`src/rtl/adder_seq_pkg.sv`:
```
// Shared definitions for the nibble-serial adder: slice width, FSM state type
// and the helper that derives how many slice passes a given width needs.
package adder_seq_pkg;

  localparam int SLICE_W = 4;

  typedef enum logic [1:0] {
    ST_IDLE = 2'd0,
    ST_RUN  = 2'd1,
    ST_DONE = 2'd2
  } state_e;

  // Number of 4-bit passes needed to cover a WIDTH-bit operand.
  function automatic int nib_count(input int width);
    return width / SLICE_W;
  endfunction

endpackage

```
`src/rtl/adder_slice4.sv`:
```
// Combinational 4-bit ripple-carry slice, one full adder per bit.
module adder_slice4
  import adder_seq_pkg::*;
(
  input  logic [SLICE_W-1:0] a,
  input  logic [SLICE_W-1:0] b,
  input  logic               cin,
  output logic [SLICE_W-1:0] sum,
  output logic               cout
);

  logic [SLICE_W:0] c;

  assign c[0] = cin;

  for (genvar i = 0; i < SLICE_W; i++) begin : g_bit
    assign sum[i]   = a[i] ^ b[i] ^ c[i];
    assign c[i + 1] = (a[i] & b[i]) | (c[i] & (a[i] ^ b[i]));
  end

  assign cout = c[SLICE_W];

endmodule

```
`src/rtl/adder_seq.sv`:
```
// Multi-precision addition sequencer: one 4-bit slice is reused over WIDTH/4
// cycles, least-significant nibble first, with a registered carry between
// passes. Valid/ready handshakes on the operand and result sides.
//
// Optional build macro ADDER_SEQ_SUB_EN adds an in_sub port; when set with the
// operands, B is inverted nibble by nibble and the carry seeds at 1, giving
// A - B with out_cout = 1 meaning no borrow.
//
//   state   | meaning
//   --------+-----------------------------------------------------------
//   IDLE    | waiting for operands, in_ready high
//   RUN     | one slice pass per cycle, nibble cnt, carry in cy
//   DONE    | result held on out_sum/out_cout until out_ready
module adder_seq
  import adder_seq_pkg::*;
#(
  parameter int WIDTH = 16
) (
  input  logic             clk,
  input  logic             rst,
  input  logic             in_valid,
  output logic             in_ready,
  input  logic [WIDTH-1:0] in_a,
  input  logic [WIDTH-1:0] in_b,
  input  logic             in_cin,
`ifdef ADDER_SEQ_SUB_EN
  input  logic             in_sub,
`endif
  output logic             out_valid,
  input  logic             out_ready,
  output logic [WIDTH-1:0] out_sum,
  output logic             out_cout,
  output logic             busy
);

  localparam int NIB   = nib_count(WIDTH);
  localparam int CNT_W = (NIB > 1) ? $clog2(NIB) : 1;

  if ((WIDTH < SLICE_W) || ((WIDTH % SLICE_W) != 0)) begin : g_width_check
    $error("adder_seq: WIDTH must be a multiple of 4 and at least 4");
  end

  state_e             state_q, state_d;
  logic [CNT_W-1:0]   cnt_q, cnt_d;
  logic               cy_q, cy_d;
  logic [WIDTH-1:0]   a_q, a_d;
  logic [WIDTH-1:0]   b_q, b_d;
  logic [WIDTH-1:0]   sum_q, sum_d;
  logic               cout_q, cout_d;
`ifdef ADDER_SEQ_SUB_EN
  logic               sub_q, sub_d;
`endif

  logic [SLICE_W-1:0] a_nib, b_nib, slice_sum;
  logic               slice_cout;
  logic               last_nib;

  assign in_ready  = (state_q == ST_IDLE) && !rst;
  assign out_valid = (state_q == ST_DONE);
  assign busy      = (state_q != ST_IDLE);
  assign out_sum   = sum_q;
  assign out_cout  = cout_q;
  assign last_nib  = (cnt_q == CNT_W'(NIB - 1));

  // Select the current nibble of each operand; B is inverted when subtracting.
  always_comb begin
    a_nib = a_q[int'(cnt_q) * SLICE_W +: SLICE_W];
    b_nib = b_q[int'(cnt_q) * SLICE_W +: SLICE_W];
`ifdef ADDER_SEQ_SUB_EN
    if (sub_q) begin
      b_nib = ~b_nib;
    end
`endif
  end

  adder_slice4 u_slice (
    .a    (a_nib),
    .b    (b_nib),
    .cin  (cy_q),
    .sum  (slice_sum),
    .cout (slice_cout)
  );

  // Next-state and datapath update for the IDLE/RUN/DONE sequencer.
  always_comb begin
    state_d = state_q;
    cnt_d   = cnt_q;
    cy_d    = cy_q;
    a_d     = a_q;
    b_d     = b_q;
    sum_d   = sum_q;
    cout_d  = cout_q;
`ifdef ADDER_SEQ_SUB_EN
    sub_d   = sub_q;
`endif
    case (state_q)
      ST_IDLE: begin
        if (in_valid && in_ready) begin
          a_d     = in_a;
          b_d     = in_b;
          cnt_d   = '0;
          cy_d    = in_cin;
`ifdef ADDER_SEQ_SUB_EN
          sub_d   = in_sub;
          if (in_sub) begin
            cy_d = 1'b1;
          end
`endif
          state_d = ST_RUN;
        end
      end
      ST_RUN: begin
        sum_d[int'(cnt_q) * SLICE_W +: SLICE_W] = slice_sum;
        cy_d  = slice_cout;
        cnt_d = cnt_q + 1'b1;
        if (last_nib) begin
          cout_d  = slice_cout;
          cnt_d   = '0;
          state_d = ST_DONE;
        end
      end
      ST_DONE: begin
        if (out_ready) begin
          state_d = ST_IDLE;
        end
      end
      default: state_d = ST_IDLE;
    endcase
  end

  // State and datapath registers with synchronous reset.
  always_ff @(posedge clk) begin
    if (rst) begin
      state_q <= ST_IDLE;
      cnt_q   <= '0;
      cy_q    <= 1'b0;
      a_q     <= '0;
      b_q     <= '0;
      sum_q   <= '0;
      cout_q  <= 1'b0;
`ifdef ADDER_SEQ_SUB_EN
      sub_q   <= 1'b0;
`endif
    end else begin
      state_q <= state_d;
      cnt_q   <= cnt_d;
      cy_q    <= cy_d;
      a_q     <= a_d;
      b_q     <= b_d;
      sum_q   <= sum_d;
      cout_q  <= cout_d;
`ifdef ADDER_SEQ_SUB_EN
      sub_q   <= sub_d;
`endif
    end
  end

endmodule
```
`config.mk`:
```
export PLATFORM = sky130hd
export DESIGN_NAME = adder_seq
export DESIGN_NICKNAME = d
export VERILOG_FILES = /design/src/rtl/adder_seq_pkg.sv /design/src/rtl/adder_slice4.sv /design/src/rtl/adder_seq.sv
export SDC_FILE = /design/constraint.sdc
export NUM_CORES = 1
export LEC_CHECK = 0
export BUFFER_PORTS_ARGS = -buffer_cell sky130_fd_sc_hd__buf_2
export CORE_UTILIZATION = 35
export CTS_BUF_LIST = sky130_fd_sc_hd__clkbuf_8
export CTS_CLUSTER_SIZE = 28
export DETAILED_ROUTE_END_ITERATION = 7
export HOLD_SLACK_MARGIN = 0.05
export SETUP_SLACK_MARGIN = 0.15
export SLEW_MARGIN = 0
export SYNTH_ARGS = -nofsm -noshare
export SYNTH_HDL_FRONTEND = slang
export SYNTH_HIERARCHICAL = 1
export SYNTH_SLANG_ARGS = --single-unit
```
`constraint.sdc`:
```
create_clock -name clk -period 3.6 [get_ports clk]
set_input_delay 0.54 -clock clk [delete_from_list [all_inputs] [get_ports clk]]
set_output_delay 0.54 -clock clk [all_outputs]
set_load 0.02 [all_outputs]
```
==> results.cfg, run 1 <==
[drt]
route.vias.total = 1971
drt_first_pass_iters = 4
postRouteAntennaNets = 0
detail_route.iter0.violations = 44
overall_routed_net_length_mm = 5.26
route.detailed.vias_per_inst = 4.68
routed_wire_length_per_instance_um = 12.5
count_of_unresolved_drc_violations_after_routing = 0

[critical_path]
critical_path_class = reg -> reg
worst-path-max-fanout = 4
kind_of_end_point_of_the_critical_path = flip-flop
worst_setup_path_start_kind = flip-flop
crit_required_ps = 3840
cp_data_arrival_time_ps = 3280

[pwr]
p_int_mw = 0.848
pwr-share-comb_pct = 14.9
power.switching_fraction_pct = 27.8
power_switching_mw = 0.326
static-leakage-power_nw = 1.19
power.sequential.fraction_pct = 55.3
power.clock.fraction_pct = 29.8
powerDensity_mw_per_mm2 = 395
power.ir.vdd_worst_mv = 0.126

[timing]
hold_viol_final = 0
report.final.slew_viol_count = 0
max_slew.worst_pin.slew_ps = 881
fmax_mhz = 330
hold-worst-slack_ps = 411
min_period_ps = 3030
fin_crit_sh_pct = 84.2
max_slew_margin_pct = 41.2
timing.setup.tns_ps = 0
final_critical_path_setup_slack_ps = 568
finalSetupViolations = 0
fin_skew_ps = 10.2
rsz0062_at_grt = false

[placement]
placement.io_buffers = 56
hpwlAfterDp_mm = 3.81
place.detailed.instances = 413
pre_cts_ws_ps = 569
finalWeightedCongestion = 0.762

[clock_network]
clockBufferDepth = 2
hold_buffers = 0
ctsHtreeMaxLevel = 2
clock_sink_count = 54
cts_resized = 0
cts-buffers-inserted = 5
postCtsSetupBuffers = 0
clock_root_buffer = clkbuf_8
clock_tree_from_tritoncts = yes
clkLatencyLatePin_ps = 320
clk_pin_slew_worst_paths_ps = 110

[global_route]
number_of_global_route_vias_before_repair = 1951
initial_antenna_violation_count = 0
grt_start_max_net_pins = 60
gr-usage-all-layers_pct = 15.4
overflow_after_grt = 0
grt_first_pass_wirelength_mm = 9.14

[hold_path]
timing.hold.worst.class = in -> reg

[yosys]
synthCells = 275
syn-cell-area_mm2 = 0.00253
synth-warning-count = 6
synth_top_cell_area_share_pct = 42.8
postSynthAreaPerCell_um2 = 9.19
synth_area_leaders = dfxtp_1 43%, nand2b_1 9.7%, mux4_2 7.1%, nand2_1 5.6%, o21ai_0 4.2%
synth_seq_cells = 54
syn-num-nets = 322
synth_cell_type_count = 34
netlist.top_cell.by_area = dfxtp_1
yosysSeqAreaShare_pct = 42.8

[job]
drv.max_cap_violation_count = 0

[die]
ios = 57
die_area_mm2 = 0.00756
fp.dieW_um = 87.0
rows = 30
core-area_mm2 = 0.00687
die_h_um = 87.0
start_util_pct = 36.8

[cells_and_area]
drive_gt1_share_pct = 25.2
antennaDiodeCount = 0
areaGrowthSynthToFinish_pct = 17.7
layout.nets = 371
stdcell_count = 421
n_fill_cell = 688

[status]
outcome = finished clean
area by class of cell:
type	count	area, µm²	area share [%]
inverter	20	75.1	2.53
clock inverter	3	23.8	0.800
timing repair buffer	61	318	10.7
tap	96	120	4.04
clock buffer	5	68.8	2.31
sequential	54	1080	36.4
multi-input combinational	182	1290	43.3
Yosys cell counts:
cell / instances
nor4b_1: 2
nand3b_1: 2
nor2b_1: 2
and2b_1: 1
nor2_1: 6
nor4_1: 1
nor4_2: 1
or2_2: 1
and3b_1: 2
fa_1: 4
a31oi_1: 1
o21ai_1: 11
buf_2: 11
or4b_4: 2
a22o_1: 4
nand2_1: 38
ha_1: 6
dfxtp_1: 54
or3b_1: 1
nand2b_1: 39
nand4_1: 2
nand3_1: 5
mux2i_1: 2
o21ai_0: 21
nor3_1: 2
mux4_2: 8
buf_4: 2
a21oi_1: 8
nor4b_2: 1
and2_1: 1
inv_1: 20
clkbuf_1: 6
o32ai_1: 7
and4b_1: 1
metrics by stage:
| stage | cell area, µm² | util (%) | total power [mW] |
|---|---|---|---|
| 4_1_cts | 2970 | 43.3 | 1.19 |
| 3_3_place_gp | 2880 | 41.9 | 0.838 |
| 6_report | 2970 | 43.3 | 1.17 |
| 2_1_floorplan | 2530 | - | 0.781 |
| 3_5_place_dp | 2880 | 41.9 | 0.840 |
| 5_1_grt | 2970 | 43.3 | 1.24 |
sequential cells by signal (all words and copies together), names as in the netlist:
name	count
cy_q	1
out_sum	16
b_q	16
a_q	16
state_q	2
cnt_q	2
out_cout	1
path summary, 6_finish.rpt:
path / slack (ps) / cells past startpoint / end / from
setup reg to reg: 570 / 12 / out_sum[7] / cnt_q[0]
hold reg to reg: 450 / 2 / out_sum[12] / out_sum[12]
setup / recovery: 570 / 12 / out_sum[7] / cnt_q[0]
hold / removal: 410 / 3 / b_q[10] / in_b[10]
cell usage in the layout (no fill, tap or decap), types with 4 or more instances in the layout:
master / instances
buf_2: 56
dfxtp_1: 54
nand2b_1: 39
nand2_1: 38
o21ai_0: 21
inv_1: 20
o21ai_1: 11
mux4_2: 8
a21oi_1: 8
o32ai_1: 7
nor2_1: 6
ha_1: 6
nand3_1: 5
clkbuf_8: 5
buf_4: 5
a22o_1: 4
fa_1: 4
cell families after synthesis:
group,after synthesis,synth area share (%)
simple gates,110,24.5
flops,54,42.8
compound gates,52,12.0
buf+inv,39,6.64
mux,10,7.92
fa+ha+maj,10,6.14
metal layers:
metal,share of wire [%],global-route usage [%]
met1,51,21.3
met2,43,23.4
met3,4.8,3.60
met4,1.7,5.91
met5,0,0
power groups by stage:
| stage | clock, mW | combinational, mW | sequential [mW] |
|---|---|---|---|
| finish | 0.350 | 0.174 | 0.650 |
| global route | 0.385 | 0.199 | 0.654 |
| CTS | 0.361 | 0.178 | 0.650 |
| detailed placement | 0 | 0.177 | 0.663 |
| global placement | 0 | 0.175 | 0.663 |
| floorplan | 0 | 0.123 | 0.658 |
critical path, stage by stage (launching register included):
cell	delay (ps)
dfxtp_1	420
mux4_2	540
fa_1	430
inv_1	70
fa_1	150
inv_1	50
fa_1	350
inv_1	80
fa_1	400
inv_1	120
and4b_1	200
mux2i_1	60
nor2_1	80
Power figures use the tool's default switching activity.
==> run 2: changes to the inputs <==
==> constraint.sdc (replaced) <==
create_clock -name clk -period 2.6 [get_ports clk]
set_input_delay 0.39 -clock clk [delete_from_list [all_inputs] [get_ports clk]]
set_output_delay 0.39 -clock clk [all_outputs]
set_load 0.02 [all_outputs]
==> results.cfg, run 2 (same netlist as run 1, synthesis figures left out) <==
[timing]
max_slew.worst_pin.slew_ps = 598
rsz0062_at_grt = true
report.final.slew_viol_count = 0
timing.setup.tns_ps = -851
fin_skew_ps = 4.69
fin_crit_sh_pct = 111
max_slew_margin_pct = 59.6
min_period_ps = 2880
hold_viol_final = 0
fmax_mhz = 347
final_critical_path_setup_slack_ps = -283
finalSetupViolations = 4

[drt]
routed_wire_length_per_instance_um = 12.4
route.detailed.vias_per_inst = 4.70
route.vias.total = 1998
overall_routed_net_length_mm = 5.27
drt_first_pass_iters = 4
postRouteAntennaNets = 0
detail_route.iter0.violations = 62
count_of_unresolved_drc_violations_after_routing = 0

[cells_and_area]
final_cell_mix = 56 x buf_2, 53 x dfxtp_1, 39 x nand2b_1
areaGrowthSynthToFinish_pct = 21.2
stdcell_count = 425
mostFrequentLayoutCell = buf_2
layout.nets = 375
n_fill_cell = 695
antennaDiodeCount = 0
drive_gt1_share_pct = 29.5

[global_route]
overflow_after_grt = 0
grt_start_max_net_pins = 66
initial_antenna_violation_count = 0
gr-usage-all-layers_pct = 14.6
number_of_global_route_vias_before_repair = 1899
grt_first_pass_wirelength_mm = 8.60

[critical_path]
cp_cell_sequence = mux4_2 > fa_2 > inv_2 > fa_2 > inv_2 > fa_2 > inv_2 > fa_1 > inv_2 > and4b_1 > mux2i_1 > nor2_1
path_depth = 12
cpPeakStageDelay_ps = 520
critPathBufInv = 4
critical_path_class = reg -> reg
cp_data_arrival_time_ps = 3140
worst_setup_path_start_kind = flip-flop
kind_of_end_point_of_the_critical_path = flip-flop
worst_path_max_delay_cell = mux4_2
worst-path-max-fanout = 4
ff2ff_setup_slack_ps = -280
crit_family = adder cells
crit_required_ps = 2850
rr_worst_depth = 12
cpMostUsedCell = inv_2

[job]
drv.max_cap_violation_count = 0

[hold_path]
hold_depth = 3
timing.hold.worst.class = in -> reg

[clock_network]
clockBufferDepth = 2
clk_pin_slew_worst_paths_ps = 100
clkLatencyLatePin_ps = 310
clock_sink_count = 54
clock_root_buffer = clkbuf_8
clock_tree_from_tritoncts = yes
ctsHtreeMaxLevel = 2
cts-buffers-inserted = 5

[die]
die_area_mm2 = 0.00756
fp.dieW_um = 87.0
start_util_pct = 36.8
die_h_um = 87.0
ios = 57
rows = 30
core-area_mm2 = 0.00687

[pwr]
power.ir.vdd_worst_mv = 0.280
total_power_mw = 1.75
static-leakage-power_nw = 1.22
powerDensity_mw_per_mm2 = 572

[placement]
place.detailed.instances = 415
finalWeightedCongestion = 0.792
pre_cts_ws_ps = -278
placement.io_buffers = 56
hpwlAfterDp_mm = 3.79

[status]
outcome = finished with violations
failed_checks = negative setup slack
[run 2: cell count changes in the layout (fill, tap and decap cells not counted), moves of 2 or more]
cell | previous run | this run
buf_4 | 5 | 8
fa_1 | 4 | 1
fa_2 | 0 | 3
inv_1 | 20 | 15
inv_2 | 0 | 5
nand3_1 | 5 | 3
nand3_2 | 0 | 2
[run 2: tightest hold or removal path: stages]
cell and delay (ps):
buf_2 70, nand2_1 30, o21ai_0 50
[run 2: layout make-up]
cell class	instances	area, µm²	share of cell area (%)
multi-input cells	182	1300	42.6
well taps	96	120	3.92
repair buffers	65	360	11.8
flip-flops and latches	54	1080	35.4
clock inverters	3	48.8	1.59
clock buffers	5	68.8	2.25
inverters	20	75.1	2.45
[run 2: path summary, 6_finish.rpt]
check	start	end
worst max-delay path	cnt_q[0]	out_sum[7]
worst min-delay path	in_a[15]	a_q[15]
worst max register to register	cnt_q[0]	out_sum[7]
worst min register to register	out_sum[14]	out_sum[14]
[run 2: where the power goes]
part / internal (mW) / leakage (nW) / total (mW) / switching [mW]
combinational: 0.126 / 0.718 / 0.263 / 0.137
clock: 0.294 / 0.0563 / 0.589 / 0.295
sequential: 0.870 / 0.442 / 0.898 / 0.0281
[run 2: per-stage QoR]
| stage | util [%] | area, µm² | hold WS [ps] |
|---|---|---|---|
| finish | 44.6 | 3060 | 265 |
| global route | 44.6 | 3060 | 273 |
| CTS | 44.5 | 3060 | 260 |
| detailed placement | 42.5 | 2920 | 447 |
| global placement | 42.5 | 2920 | 442 |
| floorplan | - | 2550 | 439 |
[run 2: metal layers]
| metal | vias to the layer above | routed length [µm] | GRT usage [%] |
|---|---|---|---|
| li1 | 1030 | - | - |
| met1 | 915 | 2620 | 20.2 |
| met2 | 44 | 2330 | 22.2 |
| met3 | 9 | 238 | 3.60 |
| met4 | 0 | 78 | 5.00 |
| met5 | - | 0 | 0 |
[run 2: timing repair]
action / 4_1_cts / 5_1_grt
buffers inserted: 2 / 0
resized for setup: 2 / 2
pin swaps: 4 / 1
endpoints found under the setup margin: 8 / 9
hold buffers: 0 / 0
